**src/rtl/alu_op_issue.sv**
```systemverilog
// alu_op_issue
// Opcode issue stage feeding the 4-to-16 decoder of the ALU datapath.
// Opcodes from the control path are buffered in a small circular FIFO and
// presented to the decoder one at a time. Single-cycle opcodes hold en_out
// for one cycle. Opcodes flagged in MULTI_MASK hold it for two cycles.
//
// Parameters
//   DEPTH      : FIFO depth in opcodes (power of 2, >= 2)
//   MULTI_MASK : bit n set -> opcode n executes for 2 cycles
//
// Ports
//   clk, rst_n : clock (rising edge), asynchronous active-low reset
//   in_valid   : in_op is valid this cycle
//   in_ready   : FIFO can accept an opcode this cycle
//   in_op      : opcode to queue
//   stall      : downstream hold, freezes issue progress
//   flush      : synchronous abort of the queue and the current opcode
//   sel_out    : decoder select
//   en_out     : decoder enable
//   done       : pulse on the final execute cycle of each opcode
//   busy       : opcode executing or queue non-empty
//   count      : current FIFO occupancy (0..DEPTH)

module alu_op_issue #(
  parameter int          DEPTH      = 4,
  parameter logic [15:0] MULTI_MASK = 16'h0000
) (
  input  logic                     clk,
  input  logic                     rst_n,
  input  logic                     in_valid,
  output logic                     in_ready,
  input  logic [3:0]               in_op,
  input  logic                     stall,
  input  logic                     flush,
  output logic [3:0]               sel_out,
  output logic                     en_out,
  output logic                     done,
  output logic                     busy,
  output logic [$clog2(DEPTH):0]   count
);

  localparam int            AW   = $clog2(DEPTH);
  localparam logic [AW:0]   FULL = (AW+1)'(DEPTH);

  typedef enum logic {IDLE, EXEC} state_t;

  state_t          state;
  logic            remaining;  // extra execute cycles left for current op
  logic [AW-1:0]   wptr;
  logic [AW-1:0]   rptr;
  logic [3:0]      mem [DEPTH];
  logic [3:0]      head;
  logic            push;
  logic            pop;

  assign head = mem[rptr];

  // in_ready looks only at registered count: a pop in the same cycle does
  // not open a slot, which keeps the ready path short.
  assign in_ready = (count != FULL) && !flush;
  assign push     = in_valid && in_ready;

  // Pop on the first issue from IDLE, or back-to-back when the current
  // opcode completes. Flush suppresses any pop.
  assign pop = !flush && !stall && (count != '0) &&
               ((state == IDLE) || !remaining);

  assign en_out = (state == EXEC);
  assign done   = (state == EXEC) && !remaining && !stall && !flush;
  assign busy   = (state == EXEC) || (count != '0);

  // NOTE: the storage array has no reset; validity is tracked by the
  // pointers and count, so clearing the contents would only add logic.
  always_ff @(posedge clk) begin
    if (push) mem[wptr] <= in_op;
  end

  // NOTE: all state below updates with non-blocking assignments so every
  // register samples the pre-edge values of the others.
  always_ff @(posedge clk or negedge rst_n) begin
    if (!rst_n) begin
      wptr  <= '0;
      rptr  <= '0;
      count <= '0;
    end else if (flush) begin
      wptr  <= '0;
      rptr  <= '0;
      count <= '0;
    end else begin
      if (push) wptr <= wptr + 1'b1;
      if (pop)  rptr <= rptr + 1'b1;
      case ({push, pop})
        2'b10:   count <= count + 1'b1;
        2'b01:   count <= count - 1'b1;
        default: count <= count;
      endcase
    end
  end

  always_ff @(posedge clk or negedge rst_n) begin
    if (!rst_n) begin
      state     <= IDLE;
      remaining <= 1'b0;
      sel_out   <= 4'h0;
    end else if (flush) begin
      state     <= IDLE;
      remaining <= 1'b0;
      sel_out   <= 4'h0;
    end else begin
      case (state)
        IDLE: begin
          if (pop) begin
            sel_out   <= head;
            remaining <= MULTI_MASK[head];
            state     <= EXEC;
          end
        end
        EXEC: begin
          if (!stall) begin
            if (remaining) begin
              remaining <= 1'b0;
            end else if (pop) begin
              sel_out   <= head;
              remaining <= MULTI_MASK[head];
            end else begin
              state <= IDLE;
            end
          end
        end
        default: state <= IDLE;
      endcase
    end
  end

endmodule
```
**config.mk**
```make
export PLATFORM = sky130hd
export DESIGN_NAME = alu_op_issue
export DESIGN_NICKNAME = d
export VERILOG_FILES = /design/src/rtl/alu_op_issue.sv
export SDC_FILE = /design/constraint.sdc
export NUM_CORES = 1
export LEC_CHECK = 0
export ABC_CLOCK_PERIOD_IN_PS = 4160
export CAP_MARGIN = 20
export CORE_MARGIN = 2
export CORE_UTILIZATION = 57
export DETAILED_ROUTE_END_ITERATION = 8
export HOLD_SLACK_MARGIN = 0.06
export MAX_ROUTING_LAYER = met4
export PLACE_DENSITY_LB_ADDON = 0.3
export SYNTH_ARGS = -nofsm -noshare
export SYNTH_HDL_FRONTEND = slang
export SYNTH_SLANG_ARGS = --single-unit
```
**constraint.sdc**
```tcl
create_clock -name clk -period 4.16 [get_ports clk]
set_clock_uncertainty 0.15 [all_clocks]
set_input_delay 1.04 -clock clk [delete_from_list [all_inputs] [get_ports clk]]
set_output_delay 1.04 -clock clk [all_outputs]
set_load 0.1 [all_outputs]
```
==> metrics.md <==
| Metric | Value |
|---|---|
| Status | finished clean |
| WL final | around 2.4 mm |
| Die X | around 53 µm |
| Mapped cell area | ~1400 µm² |
| Clock root buffer | clkbuf_4 |
| Startpoint Class | primary input |
| Floorplan row count | 17 |
| Core area | 2250 µm² |
| Hold Vio Cnt, Final | 0 |
| Area grow syn2layout | 17.2% |
| I/O pins | 20 |
| Fin Setup TNS | 0 ps |
| Worst Hold Class | flop to flop |
| P per Cell Area | about 430 nW/µm² |
| Seq/Total Area, Yosys | between 50% and 60% |
| I/O Buffers | 19 |
| Final ANT Viol Nets | 0 |
| Crit path arrival time | 2330 ps |
| Mapped Nets | between 100 and 150 |
| Tmin final | 3520 ps |
| Sw Share | 38.4% |
| Via-to-Cell Ratio | between 5 and 6 |
| First-pass GRT wire length | 4.11 mm |
| Pint | between 0.4 and 0.5 mW |
| N_diodes | 0 |
| Initial Util | between 60% and 70% |
| Flop pwr share | between 40% and 50% |
| Kind of critical path | primary input to output pin |
| WHS | ~380 ps |
| Cells after synthesis | around 110 |
| Initial antenna violation count | 0 |
| Final worst path period share | 84.7% |
| Ys flop type | edfxtp_1 |
| Ys async rst share | approximately 43% |
| FF+latch count, synth | 28 |
| CP required | 2970 ps |
| Register area | just under 800 µm² |
| CTS Hold Buffers Added | 0 |
| Worst path cell trace | clkdlybuf4s50_1, buf_4, nor3b_2, buf_12 |
| Clock Sinks | 28 |
| First-pass iteration count of the detailed router | 4 |
| Worst Setup End Kind | output pin |
| M1 WL | about 1.1 mm |
| Share of cells above drive strength 1 | roughly 15% |
| Met2 WL | 1.21 mm |
| Endpoints failing setup | 0 |
| Routed len/inst | around 15 µm |
| EDFF count, synth | 16 |
| Clock Path Buffers | 2 |
| Inserted Clock Buffers | 3 |
| CTS tree | built |
| Top layer in use | met4 |
| Vias | around 920 |
| Overall routing resource usage | a little over a fifth |
| Leak Pwr | between 0.6 and 0.7 nW |
| DRC Markers | 0 |
| Vias in the first global route | between 800 and 900 |
| H-tree depth | 1 |
| Total power | 0.699 mW |
| Cts repair resizes | 0 |
| Worst-margin pin slew | slightly below 1000 ps |
| Grt ovf | 0 |
| Commonest non-fill, non-tap cells in the layout | clkdlybuf4s50_1, edfxtp_1, nand2_1, dfrtp_1, nor2_1 |
| Number of setup buffers added after CTS | 0 |
| Final max-slew violation count | 0 |
| Area occupied by multi-input gates | about 540 µm² |
| Largest net degree at the start of global routing | 16 |
| Max-Cap Viols | 0 |
| Met3 WL | between 80 and 90 µm |
| Fill cell count | 167 |
| Placer congestion estimate | 0.812 |
| RSZ-0062 raised after global routing | no |
| Unique cell type count in the Yosys netlist | 33 |
| Die area | between 2000 and 3000 µm² |
| FMAX | around 280 MHz |
| Drt initial violations | 31 |
| DPL Wire Length | approximately 1.9 mm |
| # nets final | 147 |
| Critical Path Max Stage Delay | about 580 ps |
| Worst-path clk slew | between 100 and 150 ps |
| Crit Path Max Fanout | 11 |
| Die Ht | about 53 µm |
| Psw | approximately 0.27 mW |
| CP max stage cell | clkdlybuf4s50_1 |
| Yosys warnings | 0 |
| Logic pwr share | approximately 36% |
| Clock share of power | 15.7% |
| Slew margin rel. | a little over a third |
| Avg Synthesized Cell Area | roughly 12 µm² |
| IR Drop Worst-Case VDD | between 0.3 and 0.4 mV |
| Clk Latency, worst-skew pair | approximately 320 ps |
[cells by family (layout without fill, tap and decap cells)]
kind of cell             Yosys count  count (layout)  synth area share [%]
adder cells (fa/ha/maj)            5               5                  5.02
buffers and inverters             12              32                  5.64
XOR/XNOR                           3               3                  1.88
AO/OA/AOI/OAI                     16              16                  7.88
AND/OR/NAND/NOR                   44              44                  17.2
flip-flops                        28              28                  55.9
multiplexers                       4               4                  6.45
[synth_stat cells, types with 2 or more instances]
library cell	n	area share, %
buf_4	2	1.1
mux4_2	4	6.5
a21oi_1	5	1.8
xnor2_1	3	1.9
and2_1	4	1.8
dfrtp_1	12	22
o21ai_0	3	1.1
nand3b_1	4	2.2
nor2_1	8	2.2
nor3b_1	3	1.6
ha_1	4	3.6
nand2_1	14	3.8
inv_1	6	1.6
edfxtp_1	16	34
a31oi_1	2	0.90
nand2b_1	2	0.90
buf_6	2	1.6
nor3_1	3	1.1
[worst paths after layout]
path / from / slack [ps] / endpoint / cells past startpoint
worst min register to register: sel_out[2] / 380 / sel_out[2] / 2
max in group asynchronous: rst_n / 2580 / wptr[0] / 1
worst max register to register: count[0] / 1550 / count[1] / 7
worst min-delay path: sel_out[2] / 380 / sel_out[2] / 2
worst max-delay path: flush / 640 / done / 4
min in group asynchronous: rst_n / 910 / sel_out[2] / 1
[stage by stage]
step	instance area [µm²]	instances	utilization, %	setup WS, ps
detailed placement	1610	156	71.4	641
floorplan	1400	112	-	166
CTS	1640	160	72.6	636
global route	1640	160	72.6	541
global placement	1610	156	71.4	653
finish	1640	160	72.6	637
[critical path, delay by kind of cell]
kind / cells / cell delay [ps]
buffers and inverters: 3 / 1040
AND/OR/NAND/NOR: 1 / 250
[layout make-up]
class	count	share of cell area [%]
inverters	6	1.38
clock buffers	3	1.38
multi-input cells	72	33.1
well taps	28	2.14
flip-flops and latches	28	47.7
clock inverters	1	0.229
repair buffers	22	14.1
[layer usage]
layer | vias up | track usage [%]
met5 | - | -
met4 | 0 | 9.40
met3 | 5 | 2.82
met2 | 25 | 31.7
met1 | 444 | 29.5
li1 | 445 | -
[registers in the layout, indices dropped and copies added (netlist names)]
register,cells
mem,16
rptr,2
sel_out,4
count,3
wptr,2
en_out,1
[power groups by stage]
stage                     registers, mW  clock network (mW)  logic [mW]
final                             0.340               0.109       0.249
after global routing              0.345               0.124       0.266
after CTS                         0.341               0.116       0.250
after detailed placement          0.347                   0       0.249
after global placement            0.345                   0       0.243
after floorplan                   0.407                   0       0.129
Note: power is estimated with default switching activity, not from simulation.
